## config.mk

```make
export PLATFORM = sky130hd
export DESIGN_NAME = instr_loader_flat
export DESIGN_NICKNAME = d
export VERILOG_FILES = /design/src/rtl/loader_pkg.sv /design/src/rtl/instr_loader_if.sv /design/src/rtl/instr_loader_word_assembler.sv /design/src/rtl/instr_loader.sv /design/src/flat_wrapper.sv
export SDC_FILE = /design/constraint.sdc
export NUM_CORES = 1
export LEC_CHECK = 0
export BUFFER_PORTS_ARGS = -buffer_cell sky130_fd_sc_hd__buf_2
export CAP_MARGIN = 20
export CORE_UTILIZATION = 60
export DETAILED_ROUTE_END_ITERATION = 10
export PLACE_DENSITY = 0.83
export SETUP_SLACK_MARGIN = 0.02
export SYNTH_ARGS = -nofsm -noshare
export SYNTH_HDL_FRONTEND = slang
export SYNTH_SLANG_ARGS = --single-unit
```

## constraint.sdc

```tcl
create_clock -name clk -period 4.1 [get_ports clk]
set_input_delay 0.615 -clock clk [delete_from_list [all_inputs] [get_ports clk]]
set_output_delay 0.615 -clock clk [all_outputs]
set_load 0.02 [all_outputs]
```

## src/rtl/loader_pkg.sv

```systemverilog
// Shared types for the boot-time instruction loader: FSM encoding and word geometry.
package loader_pkg;

  typedef enum logic [2:0] {
    IDLE,
    HDR,
    LOAD,
    CHK,
    DONE,
    ERR
  } state_t;

  localparam int BYTES_PER_WORD = 4;

  // Byte address of payload word idx relative to base; wraps modulo 2^32.
  function automatic logic [31:0] word_addr(input logic [31:0] base, input logic [15:0] idx);
    return base + {14'b0, idx, 2'b00};
  endfunction

endpackage

```

## src/rtl/instr_loader_if.sv

```systemverilog
// Byte stream valid/ready channel feeding the loader (UART RX or testbench is the master).
interface instr_loader_if;

  logic       byte_valid;
  logic [7:0] byte_data;
  logic       byte_ready;

  modport master (output byte_valid, output byte_data, input byte_ready);
  modport slave  (input byte_valid, input byte_data, output byte_ready);

endinterface

```

## src/rtl/instr_loader_word_assembler.sv

```systemverilog
// Big-endian byte-to-word packer; word/word_done are combinational on the 4th accepted byte,
// so the consumer captures the word on the same edge that accepts its last byte.
module word_assembler
  import loader_pkg::*;
(
  input  logic        clk,
  input  logic        rst,
  input  logic        clear,
  input  logic        valid,
  input  logic        ready,
  input  logic [7:0]  data,
  output logic [31:0] word,
  output logic        word_done
);

  localparam logic [1:0] LAST_BYTE = 2'(BYTES_PER_WORD - 1);

  logic [23:0] shift_q;
  logic [1:0]  byte_cnt;
  logic        accept;

  assign accept    = valid & ready;
  assign word      = {shift_q, data};
  assign word_done = accept && (byte_cnt == LAST_BYTE);

  always_ff @(posedge clk or negedge rst) begin
    if (!rst) begin
      shift_q  <= '0;
      byte_cnt <= '0;
    end else if (clear) begin
      shift_q  <= '0;
      byte_cnt <= '0;
    end else if (accept) begin
      shift_q  <= {shift_q[15:0], data};
      byte_cnt <= byte_cnt + 2'd1;
    end
  end

endmodule

```

## src/rtl/instr_loader.sv

```systemverilog
// Loads a framed program (N, N words, XOR checksum) into instruction memory while holding the CPU
// in reset; DONE/ERR entered on the edge accepting the last checksum byte, byte_ready low outside HDR/LOAD/CHK.
module instr_loader
  import loader_pkg::*;
#(
  parameter logic [31:0] BASE_ADDR = 32'h0000_0000,
  parameter int          MAX_WORDS = 256
) (
  input  logic                clk,
  input  logic                rst,
  input  logic                start,
  instr_loader_if.slave       bus,
  output logic                initialize,
  output logic [31:0]         instruction_initialize_data,
  output logic [31:0]         instruction_initialize_address,
  output logic                cpu_rst,
  output logic                done,
  output logic                error,
  output logic [15:0]         words_loaded
);

  state_t      state;
  logic        byte_ready_q;
  logic [31:0] csum;
  logic [15:0] n_words;
  logic [31:0] word;
  logic        word_done;
  logic        load_go;

  assign bus.byte_ready = byte_ready_q;
  assign load_go = start && (state == IDLE || state == DONE || state == ERR);

  word_assembler u_asm (
    .clk       (clk),
    .rst       (rst),
    .clear     (load_go),
    .valid     (bus.byte_valid),
    .ready     (byte_ready_q),
    .data      (bus.byte_data),
    .word      (word),
    .word_done (word_done)
  );

  always_ff @(posedge clk or negedge rst) begin
    if (!rst) begin
      state                          <= IDLE;
      byte_ready_q                   <= 1'b0;
      initialize                     <= 1'b0;
      cpu_rst                        <= 1'b1;
      done                           <= 1'b0;
      error                          <= 1'b0;
      instruction_initialize_address <= BASE_ADDR;
      instruction_initialize_data    <= '0;
      words_loaded                   <= '0;
      csum                           <= '0;
      n_words                        <= '0;
    end else begin
      case (state)
        IDLE, DONE, ERR: begin
          if (start) begin
            state        <= HDR;
            byte_ready_q <= 1'b1;
            cpu_rst      <= 1'b1;
            done         <= 1'b0;
            error        <= 1'b0;
            words_loaded <= '0;
            csum         <= '0;
          end
        end
        HDR: begin
          if (word_done) begin
            if (word > 32'(MAX_WORDS)) begin
              state        <= ERR;
              byte_ready_q <= 1'b0;
              error        <= 1'b1;
            end else begin
              // Start writing from a clean (BASE_ADDR, 0) pair; N == 0 keeps it through CHK.
              n_words                        <= word[15:0];
              instruction_initialize_address <= BASE_ADDR;
              instruction_initialize_data    <= '0;
              initialize                     <= 1'b1;
              state                          <= (word == '0) ? CHK : LOAD;
            end
          end
        end
        LOAD: begin
          if (word_done) begin
            instruction_initialize_data    <= word;
            instruction_initialize_address <= word_addr(BASE_ADDR, words_loaded);
            words_loaded                   <= words_loaded + 16'd1;
            csum                           <= csum ^ word;
            if (words_loaded + 16'd1 == n_words) state <= CHK;
          end
        end
        CHK: begin
          if (word_done) begin
            initialize   <= 1'b0;
            byte_ready_q <= 1'b0;
            if (word == csum) begin
              state   <= DONE;
              cpu_rst <= 1'b0;
              done    <= 1'b1;
            end else begin
              state <= ERR;
              error <= 1'b1;
            end
          end
        end
        default: state <= IDLE;
      endcase
    end
  end

endmodule

```

## src/flat_wrapper.sv

```systemverilog
// flat-port wrapper written by rule: the top's interface ports become plain ports
module instr_loader_flat import loader_pkg::*;
#(
  parameter logic [31:0] BASE_ADDR = 32'h0000_0000,
  parameter int          MAX_WORDS = 256
)
  (clk, rst, start, initialize, instruction_initialize_data, instruction_initialize_address, cpu_rst, done, error, words_loaded, bus_byte_valid, bus_byte_data, bus_byte_ready);
  instr_loader_if bus_i ();
  input  logic clk;
  input  logic rst;
  input  logic start;
  output logic initialize;
  output logic [31:0] instruction_initialize_data;
  output logic [31:0] instruction_initialize_address;
  output logic cpu_rst;
  output logic done;
  output logic error;
  output logic [15:0] words_loaded;
  input wire logic [$bits(bus_i.byte_valid)-1:0] bus_byte_valid;
  input wire logic [$bits(bus_i.byte_data)-1:0] bus_byte_data;
  output wire logic [$bits(bus_i.byte_ready)-1:0] bus_byte_ready;
  assign bus_i.byte_valid = bus_byte_valid;
  assign bus_i.byte_data = bus_byte_data;
  assign bus_byte_ready = bus_i.byte_ready;
  instr_loader #(.BASE_ADDR(BASE_ADDR), .MAX_WORDS(MAX_WORDS)) u_core (.clk(clk), .rst(rst), .start(start), .bus(bus_i), .initialize(initialize), .instruction_initialize_data(instruction_initialize_data), .instruction_initialize_address(instruction_initialize_address), .cpu_rst(cpu_rst), .done(done), .error(error), .words_loaded(words_loaded));
endmodule
```

[After elaboration in Yosys (flattened, before gate mapping)]
Cells that the tools add are included.
Operators by class
  $add $sub $neg: 2
  $lt $le $gt $ge: 1
  equality and inequality tests: 17
  multiplexer cells: 45
  bitwise operators: 3
  reductions and logical operators: 21
Operators with widths (number)
  32-bit two-way mux: 6
  32-bit case mux with 2 select lines: 3
  24-bit two-way mux: 2
  32-bit == test: 1
  32-bit by 9-bit > comparator with 1-bit output, second input constant: 1
  32-bit zero test: 1
  16-bit two-way mux: 2
  16-bit case mux with 2 select lines: 1
  32-bit XOR: 1
  3-bit two-way mux: 6
  1-bit two-way mux: 17
  16-bit by 1-bit adder with 16-bit output, second input constant: 1
  16-bit == test: 1
  2-bit inequality test, second input constant: 6
  3-bit case mux with 4 select lines: 1
  4-bit AND reduction: 3
  5-bit AND reduction: 2
  2-bit nonzero test: 5
  3-bit by 2-bit == test with 1-bit output, second input constant: 2
  3-bit == test, second input constant: 2
  2-bit by 1-bit inequality test with 1-bit output, second input constant: 3
  1-bit case mux with 2 select lines: 3
  1-bit case mux with 3 select lines: 2
  3-bit AND reduction: 2
  12 further kinds: 15
Word-level totals
  register bits after elaboration: 162
  input port bits: 12
  output and inout port bits: 85
  word-level logic and storage cells: 102

[Longest topological paths before layout]
Gate-level depths: netlist (run 1).
  depth after elaboration: 5
  depth in mapped cells: 8
  depth with buffers taken out: 7

[Modules after synthesis]
From an unflattened synthesis (run 1), not the netlist that was laid out.
Unflattened totals
  cell total of the unflattened synthesis: 772
  area total of the unflattened synthesis: 7249.5 um^2
Modules (own cells, without submodules)
  instr_loader: times used 1, cells each 665, area an instance 6003.3 um^2, seq. area each 3004.1 um^2
  word_assembler: times used 1, cells each 107, area an instance 1246.2 um^2, seq. area each 650.6 um^2

[Worst setup path after synthesis (run 1)]
Ideal clock, no wire load.
  kind: input port to flip-flop
  start: in bus_byte_data[1]
  end: reg u_core.n_words[1]
  library setup time: 0.128 ns
  data arrival time: 2.090 ns
  required time: 3.972 ns
  slack: 1.882 ns
  cell stages on the path: 6
  path buffers: 1
  cell sequence: nor4_1 -> nand2_1 -> a2111oi_4 -> nand2_2 -> buf_2 -> mux2_1
Between the ends
  word-level cells in the longest chain between the ends: 3
Ends and longest elaborated chain
  from (decl): line flat_wrapper.sv:20  | input wire logic [$bits(bus_i.byte_data)-1:0] bus_byte_data;
  32-bit by 9-bit > comparator with 1-bit output: line instr_loader.sv:72  | if (word > 32'(MAX_WORDS)) begin
  1-bit NOT (no line)
  3-bit AND reduction (no line)
  to (signal assigned): line instr_loader.sv:78  | n_words <= word[15:0];
  to (decl): line instr_loader.sv:25  | logic [15:0] n_words;
Several ways; a longest one is shown, not always the timed one.
A chain may end at the register's enable or synchronous reset.

[Worst setup path in the final report (run 1)]
  start: reg u_core.u_asm.shift_q[21]
  end: reg u_core.instruction_initialize_data[29]
Between the ends
  word-level cells in the longest chain between the ends: 3
Ends and longest elaborated chain
  from (decl): line instr_loader_word_assembler.sv:18  | logic [23:0] shift_q;
  from (signal assigned): line instr_loader_word_assembler.sv:34  | shift_q <= {shift_q[15:0], data};
  32-bit by 9-bit > comparator with 1-bit output: line instr_loader.sv:72
  2-bit inequality test (no line)
  4-bit AND reduction (no line)
  to (signal assigned): line instr_loader.sv:88  | instruction_initialize_data <= word;
  to (decl): line instr_loader.sv:14  | output logic [31:0] instruction_initialize_data,
Several ways; a longest one is shown, not always the timed one. The select of a mux whose other input is x is not followed.

==> flow_summary_export.csv, run 1 <==
group,metric,value,unit
status,outcome,"finished, final reports clean",
sta,slew_headroom,0.3275,
cts,postCtsSetupBuffers,0,
floorplanning,pin_count,97,
route,num_vias,6035,
final_layout,instances_no_fill,990,
floorplanning,die_h,110.6,um
final_layout,area_growth,13.85,%
placement,dp_hpwl,11230,um
global_route,grt_max_degree,106,
cts,clkSinkCount,146,
run,maxCapViolCount,0,
critical_path,required,4.40,ns
critical_path,crit_chain,"nor4_1, nand4_1, a2111oi_4, nand2_2, buf_4, nand3_1, nand2_1",
logic_synthesis,avgSynthCellArea,9.150,um2
critical_path,end_kind,"flip-flop",
logic_synthesis,synth_cells,773,
critical_path,r2r_cells,7,
logic_synthesis,synth_top_area_frac,0.5130,
sta,finalCritPeriodShare,0.7024,
critical_path,critical-path-top-delay-family,"simple AND/OR/NAND/NOR gates",
cts,cts_resized,0,
logic_synthesis,synth_seq_area_share,0.5167,
power_and_ir_drop,power.density,476.9,nW/um2
route,postRouteAntennaNets,0,
floorplanning,initial_core_util,0.6168,
cts,cts_max_level,4,
cts,cts_buffers,17,
floorplanning,std_cell_rows,39,
logic_synthesis,yosys.area.top_type,"dfrtp_1",
critical_path,reg2reg_slack,1.22,ns
final_layout,drive_above_1_share,0.1629,
power_and_ir_drop,ir_drop,0.0002858,V
route,first_pass_iters,6,
route,via_per_inst,6.096,
logic_synthesis,synthTopCellsByArea,"dfrtp_1 (51%), nand2_1 (9.4%), o21ai_0 (6.2%), xnor2_1 (5.8%), nand3_1 (3.8%)",
power_and_ir_drop,leakagePower,4.067,nW
sta,slew_viol_final,0,
cts,clk_latency,0.43,ns
placement,numPlacedInstances,958,
logic_synthesis,synth_most_common_cell,"nand2_1",
final_layout,fin_nets,848,
logic_synthesis,synth_top_cells_by_count,"nand2_1 (177), dfrtp_1 (145), o21ai_0 (87)",
global_route,overflow,0,
placement,place_area,7482,um2
cts,path_clk_slew,0.06,ns
placement,place.gp.congestion,0.8855,
sta,fmax,0.3472,GHz
critical_path,criticalPathCategory,"reg -> reg",
sta,setup_viol_count_final,0,
logic_synthesis,ys_ff_latch,146,
final_layout,antennaDiodeCount,0,
logic_synthesis,yosys_warnings,0,
logic_synthesis,synth_ff_type,"dfrtp_1",
critical_path,critPathLaunch,"u_core.u_asm.shift_q[21]",
floorplanning,coreArea,11470,um2
sta,final-hold-violation-count,0,
logic_synthesis,synth_edf_count,0,
critical_path,reg2reg_from,"u_core.u_asm.shift_q[21]",
cts,cts_root_buffer,"clkbuf_16",
global_route,antenna_found_initial,0,
critical_path,slowest_delay,0.55,ns
route,detail_route.wl_per_cell,17.83,um
sta,tightest_slew,1.006,ns
critical_path,cp_slowest_cell,"nand2_2",
worst_hold_path,hold_path_class,"in -> async",
route,drc,0,
floorplanning,die-area,12230,um2
global_route,grt_usage,0.3012,
logic_synthesis,ys_types,53,
route,routed_wl,17650,um
power_and_ir_drop,total_power,3.840,mW
sta,tns,0,ns
logic_synthesis,synth_area,7073,um2
cts,ctsHoldBuffers,0,
sta,finClkSkew,0.007848,ns
critical_path,path_buf_inv,1,
global_route,grt_first_pass_wirelength,29190,um
sta,rsz0062_at_grt,"no",
critical_path,worstPathMaxFanout,40,
critical_path,arrival,3.18,ns
placement,io_buffers,80,
floorplanning,dieWidth,110.6,um
final_layout,fin_area,8053,um2
cts,cts_buffer_depth,2,
sta,fin_crit,2.880,ns
critical_path,start_kind,"flip-flop",
route,drt_iter0_markers,522,
logic_synthesis,synth-async-reset-ratio,1.000,
cts,cts_tree,"built",
critical_path,rr_endpoint,"u_core.instruction_initialize_data[29]",
global_route,grt_pass1_vias,5779,
[worst max path at each step]
| stage | endpoint | slack, ns | cells past startpoint |
|---|---|---|---|
| 4_1_cts | u_core.instruction_initialize_data[29] | 1.24 | 7 |
| 3_3_place_gp | u_core.instruction_initialize_data[18] | 1.07 | 8 |
| 6_report | u_core.instruction_initialize_data[29] | 1.22 | 7 |
| 5_1_grt | u_core.instruction_initialize_data[29] | 1.03 | 7 |
| 2_1_floorplan | u_core.n_words[1] | 1.88 | 6 |
| 3_5_place_dp | u_core.instruction_initialize_data[18] | 0.96 | 8 |
[layer usage]
| metal | vias up | wire [um] | track usage |
|---|---|---|---|
| met1 | 2936 | 7300 | 0.4051 |
| met5 | - | 0 | 0 |
| li1 | 2734 | - | - |
| met4 | 0 | 557 | 0.1351 |
| met2 | 319 | 8454 | 0.4737 |
| met3 | 46 | 1334 | 0.06257 |
[stage by stage]
stage	hold slack (ns)	setup WS [ns]	util
2_1_floorplan	0.3194	1.882	-
3_3_place_gp	0.4599	1.065	0.6525
3_5_place_dp	0.4624	0.9567	0.6525
4_1_cts	0.3568	1.244	0.7022
5_1_grt	0.3925	1.030	0.7022
6_report	0.3266	1.220	0.7022
[area by class of cell]
cell class / instances / area, um2
Timing Repair Buffer: 88 / 466.7
Fill cell: 814 / 3415
Clock inverter: 14 / 131.4
Multi-Input combinational cell: 580 / 3178
Inverter: 1 / 3.754
Tap cell: 143 / 178.9
Sequential cell: 146 / 3655
Clock buffer: 18 / 439.2
[report_power, final]
group / total (mW) / internal [mW] / switching, mW / leakage, nW
Sequential: 1.79 / 1.57 / 0.223 / 2.00
Clock: 1.48 / 0.854 / 0.627 / 0.269
Combinational: 0.567 / 0.213 / 0.354 / 1.80
[kinds of logic after synthesis]
family                     Yosys count  share of synthesized area
muxes                               13                    0.01999
buffers and inverters               62                    0.04316
adders and majority gates            2                   0.003537
xor gates and xnor gates            54                    0.06952
and+or+nand+nor                    345                     0.2261
DFF                                146                     0.5167
other                                1                  0.0005302
AOI/OAI and AO/OA                  150                     0.1205
[registers in the layout (all words and copies together), names as in the netlist]
register                               cells
u_core.u_asm.shift_q                      24
u_core.done                                1
u_core.initialize                          1
u_core.bus.byte_ready                      1
u_core.n_words                            16
u_core.u_asm.byte_cnt                      2
u_core.words_loaded                       16
u_core.state                               3
u_core.error                               1
u_core.csum                               32
u_core.instruction_initialize_data        32
u_core.instruction_initialize_address     16
u_core.cpu_rst                             1
[cells in the final DEF (no fill, tap or decap), types with 5 or more instances in the layout]
cell	netlist	routed
nor2_1	53	52
mux2_1	8	8
buf_4	16	8
a31oi_1	5	5
and2_1	9	9
nor3_1	5	5
buf_2	4	79
nand4_1	13	13
dfrtp_1	145	145
nand2_1	177	177
clkinv_4	0	5
clkbuf_16	0	17
nor4_1	10	10
xnor2_1	47	47
a21oi_1	38	38
nand3_1	54	54
xor2_1	6	6
o21ai_0	87	87
conb_1	1	16
No activity file was read; power rests on OpenSTA's default activity.
==> run 2, diff against run 1 <==
Settings changed: CORE_UTILIZATION 60 to 58, PLACE_DENSITY 0.83 to 0.8.
Clock period 4.1 ns to 2.8 ns, I/O delays scaled along.
==> run 2 against run 1 <==
  * Combinational power increased by 55%
  * Sequential cell count unchanged
  * Core utilization grew 0.33 points
  * Power up 57%
  * Critical endpoint is now u_core.n_words[5]
  * Highest routed layer unchanged
==> flow_summary_export.csv, run 2 (synthesis gave the netlist of run 1 again) <==
group,metric,value,unit
critical_path,rr_endpoint,"u_core.n_words[5]",
cts,cts_tree,"built",
route,drt_iter0_markers,646,
critical_path,start_kind,"flip-flop",
global_route,grt_max_degree,63,
floorplanning,coreArea,11660,um2
final_layout,area_growth,16.33,%
route,routed_wl,17740,um
cts,cts_max_level,4,
sta,fmax,0.3901,GHz
sta,tightest_slew,0.9371,ns
cts,postCtsSetupBuffers,0,
global_route,overflow,0,
critical_path,reg2reg_slack,0.24,ns
sta,tns,0,ns
critical_path,reg2reg_from,"u_core.u_asm.shift_q[21]",
power_and_ir_drop,leakagePower,4.165,nW
sta,worst_hold_slack,0.2843,ns
cts,cts_buffers,17,
cts,cts_root_buffer,"clkbuf_16",
cts,clkSinkCount,146,
final_layout,fin_nets,856,
placement,place.gp.congestion,0.8973,
route,num_vias,6028,
sta,finalCritPeriodShare,0.9155,
final_layout,antennaDiodeCount,0,
critical_path,end_kind,"flip-flop",
route,detail_route.wl_per_cell,17.78,um
floorplanning,initial_core_util,0.6065,
global_route,grt_first_pass_wirelength,29760,um
route,via_per_inst,6.040,
sta,fin_crit,2.563,ns
route,first_pass_iters,5,
worst_hold_path,worstHoldEndpoint,"u_core.u_asm.shift_q[4]",
sta,setup_viol_count_final,0,
power_and_ir_drop,power.density,730.6,nW/um2
worst_hold_path,min_path_cells,3,
power_and_ir_drop,ir_drop,0.0004351,V
global_route,grt_pass1_vias,5863,
worst_hold_path,hold_path_class,"in -> reg",
floorplanning,die-area,12640,um2
critical_path,r2r_cells,6,
cts,clk_latency,0.43,ns
global_route,antenna_found_initial,0,
final_layout,drive_above_1_share,0.1661,
floorplanning,std_cell_rows,39,
cts,cts_resized,0,
floorplanning,pin_count,97,
final_layout,layout_commonest_cell,"nand2_1",
power_and_ir_drop,total_power,6.011,mW
global_route,grt_usage,0.3056,
final_layout,largestRegisters,"u_core.csum (32), u_core.instruction_initialize_data (32), u_core.u_asm.shift_q (24)",
run,maxCapViolCount,0,
sta,rsz0062_at_grt,"no",
cts,ctsHoldBuffers,1,
placement,io_buffers,80,
critical_path,arrival,2.87,ns
critical_path,worstPathMaxFanout,52,
critical_path,required,3.11,ns
sta,slew_headroom,0.3738,
route,postRouteAntennaNets,0,
cts,path_clk_slew,0.06,ns
final_layout,mostFrequentLayoutCells,"nand2_1 (177), dfrtp_1 (145), o21ai_0 (87), buf_2 (79), nand3_1 (54)",
floorplanning,die_h,112.4,um
critical_path,criticalPathCategory,"reg -> reg",
sta,finClkSkew,0.008297,ns
cts,cts_buffer_depth,2,
sta,final-hold-violation-count,0,
status,outcome,"finished, final reports clean",
route,drc,0,
worst_hold_path,worstHoldStart,"bus_byte_data[4]",
critical_path,cp_slowest_cell,"a2111oi_4",
critical_path,slowest_delay,0.53,ns
placement,dp_hpwl,11850,um
sta,slew_viol_final,0,
critical_path,crit_chain,"nor4_1, nand4_1, a2111oi_4, nand2_2, buf_12, mux2_1",
floorplanning,dieWidth,112.4,um
[run 2: worst max-delay path: cells and delay by family (launching register included)]
family	cells	cell delay [ns]
buffers and inverters	1	0.21
flip-flops	1	0.44
multiplexers	1	0.34
AO/OA/AOI/OAI	1	0.53
AND/OR/NAND/NOR	3	0.90
[run 2: worst max path at each step]
stage,endpoint,cells past startpoint,startpoint,slack (ns)
2_1_floorplan,u_core.state[0],7,u_core.words_loaded[3],0.65
3_3_place_gp,u_core.n_words[7],7,bus_byte_data[5],0.26
3_5_place_dp,u_core.n_words[5],7,bus_byte_data[5],0.24
4_1_cts,u_core.n_words[5],6,u_core.u_asm.shift_q[21],0.26
5_1_grt,u_core.n_words[6],6,u_core.u_asm.shift_q[21],0.15
6_report,u_core.n_words[5],6,u_core.u_asm.shift_q[21],0.24
[run 2: metal layers]
layer / vias to the layer above / GRT usage / routed length [um]
li1: 2754 / - / -
met2: 289 / 0.4899 / 8635
met4: 0 / 0.1351 / 439
met5: - / 0 / 0
met3: 35 / 0.05670 / 1275
met1: 2950 / 0.4104 / 7388
[run 2: area by class of cell]
cell class	instances	area [um2]
clock inverters	8	171.4
inverters	1	3.754
multi-input cells	580	3173
well taps	143	178.9
repair buffers	96	554.3
fillers	850	3435
clock buffers	24	491.7
flip-flops and latches	146	3655
[run 2: stage by stage]
| step | cell area (um2) | cells | utilization | worst slack (ns) |
|---|---|---|---|---|
| floorplan | 7129 | 788 | - | 0.6479 |
| detailed placement | 7555 | 965 | 0.6478 | 0.2397 |
| finish | 8228 | 998 | 0.7055 | 0.2366 |
| CTS | 8228 | 998 | 0.7055 | 0.2635 |
| global route | 8228 | 998 | 0.7055 | 0.1461 |
| global placement | 7555 | 965 | 0.6478 | 0.2600 |
[run 2: power by group]
part / internal (mW) / switching [mW]
Clock: 1.68 / 0.859
Sequential: 2.30 / 0.295
Combinational: 0.330 / 0.551
==> run 3, diff against run 2 <==
Settings changed: CORE_UTILIZATION 58 to 60, CTS_BUF_LIST set to sky130_fd_sc_hd__clkbuf_4 sky130_fd_sc_hd__clkbuf_8, PLACE_DENSITY 0.8 to 0.83.
==> run 3 against run 2 <==
  * Die area down 3.3%
  * Clock power down 29%
  * Register-to-register slack better by 0.21 ns
  * Design area down 2.7%
  * First-iteration DRC count down 9.0%
  * Clock skew up 0.0048 ns
  * Global-route usage down 0.70 points
  * Critical path depth unchanged
  * Power down 12%
  * Largest power group unchanged
==> flow_summary_export.csv, run 3 (synthesis gave the netlist of run 1 again) <==
group,metric,value,unit
status,outcome,"finished, final reports clean",
route,detail_route.wl_per_cell,17.47,um
floorplanning,coreArea,11470,um2
route,wirelength_met1,7355,um
power_and_ir_drop,leakagePower,4.067,nW
cts,cts_tree,"built",
sta,fin_crit,2.350,ns
critical_path,start_kind,"flip-flop",
final_layout,layout_commonest_cell,"nand2_1",
sta,slew_headroom,0.4010,
floorplanning,initial_core_util,0.6168,
route,met3_length,1235,um
route,drc,0,
sta,fmax,0.4255,GHz
global_route,overflow,0,
final_layout,largestRegisters,"u_core.csum (32), u_core.instruction_initialize_data (32), u_core.u_asm.shift_q (24)",
sta,finalCritPeriodShare,0.8394,
sta,finClkSkew,0.01308,ns
final_layout,fin_nets,856,
final_layout,fill_cells,873,
worst_hold_path,worstHoldStart,"bus_byte_data[1]",
placement,io_buffers,80,
route,num_vias,5946,
route,top_layer_used,"met4",
global_route,grt_max_degree,70,
global_route,antenna_found_initial,0,
final_layout,mostFrequentLayoutCells,"nand2_1 (177), dfrtp_1 (145), o21ai_0 (87), buf_2 (79), nand3_1 (54)",
sta,setup_viol_count_final,0,
route,postRouteAntennaNets,0,
critical_path,arrival,2.69,ns
power_and_ir_drop,power.density,658.6,nW/um2
global_route,grt_first_pass_wirelength,28860,um
critical_path,required,3.14,ns
cts,cts_root_buffer,"clkbuf_8",
sta,tightest_slew,0.8963,ns
cts,cts_buffers,17,
route,routed_wl,17440,um
global_route,grt_pass1_vias,5725,
sta,final-hold-violation-count,0,
cts,cts_buffer_depth,2,
final_layout,multi_input_area,3173,um2
cts,path_clk_slew,0.08,ns
sta,slew_viol_final,0,
cts,clkSinkCount,146,
critical_path,critPathLaunch,"u_core.u_asm.shift_q[6]",
run,maxCapViolCount,0,
power_and_ir_drop,total_power,5.273,mW
final_layout,drive_above_1_share,0.1696,
final_layout,final-seq-area,3655,um2
cts,cts_max_level,4,
global_route,grt_usage,0.2987,
floorplanning,std_cell_rows,39,
final_layout,fin_area,8006,um2
floorplanning,dieWidth,110.6,um
critical_path,criticalPathCategory,"reg -> reg",
floorplanning,pin_count,97,
placement,dp_hpwl,11460,um
critical_path,reg2reg_from,"u_core.u_asm.shift_q[6]",
route,via_per_inst,5.958,
cts,clk_latency,0.46,ns
placement,place_area,7555,um2
critical_path,end_kind,"flip-flop",
final_layout,antennaDiodeCount,0,
sta,rsz0062_at_grt,"no",
route,first_pass_iters,5,
route,dr_wl_met2,8301,um
floorplanning,die-area,12230,um2
worst_hold_path,hold_path_class,"in -> reg",
sta,tns,0,ns
critical_path,worstPathMaxFanout,52,
floorplanning,die_h,110.6,um
placement,place.gp.congestion,0.8956,
final_layout,area_growth,13.20,%
power_and_ir_drop,ir_drop,0.0003979,V
route,drt_iter0_markers,588,
cts,postCtsSetupBuffers,0,
## run 3: critical path, cell delays in order (launching register included)
cell       delay (ns)
dfrtp_1          0.48
nor4_1           0.35
nand4_1          0.22
a2111oi_4        0.48
nand2_2          0.13
buf_12           0.19
mux2_1           0.34
## run 3: layout make-up
| class | count | share of cell area |
|---|---|---|
| inverters | 1 | 0.0004688 |
| well taps | 143 | 0.02235 |
| multi-input cells | 580 | 0.3963 |
| clock buffers | 23 | 0.03954 |
| repair buffers | 96 | 0.06923 |
| clock inverters | 9 | 0.01563 |
| flip-flops and latches | 146 | 0.4565 |
## run 3: where the power goes
group,internal (mW),switching [mW],total [mW]
Sequential,2.29,0.298,2.59
Clock,1.02,0.784,1.80
Combinational,0.331,0.548,0.879
## run 3: path summary, 6_finish.rpt
kind / to / slack, ns / depth (start not counted)
worst max-delay path: u_core.n_words[6] / 0.45 / 6
worst min-delay path: u_core.u_asm.shift_q[1] / 0.26 / 3
worst max register to register: u_core.n_words[6] / 0.45 / 6
worst min register to register: u_core.cpu_rst / 0.49 / 2
max in group asynchronous: u_core.u_asm.shift_q[8] / 1.50 / 3
min in group asynchronous: u_core.instruction_initialize_data[27] / 0.54 / 2
## run 3: what timing repair did
item / CTS / global route
hold endpoints to repair: 65 / 0
hold buffers: 1 / 0
gates resized for setup: 0 / 0
## run 3: layer usage
layer,vias to the layer above,GRT usage
li1,2735,-
met1,2897,0.4014
met2,278,0.4605
met3,36,0.07025
met4,0,0.1413
met5,-,0
## run 3: stage by stage
step,util,instances,worst slack [ns],hold slack (ns)
finish,0.6982,998,0.4497,0.2614
global route,0.6982,998,0.3201,0.2561
CTS,0.6982,998,0.4962,0.2419
detailed placement,0.6588,965,0.3529,0.4724
global placement,0.6588,965,0.4343,0.4565
floorplan,-,788,0.6479,0.1244
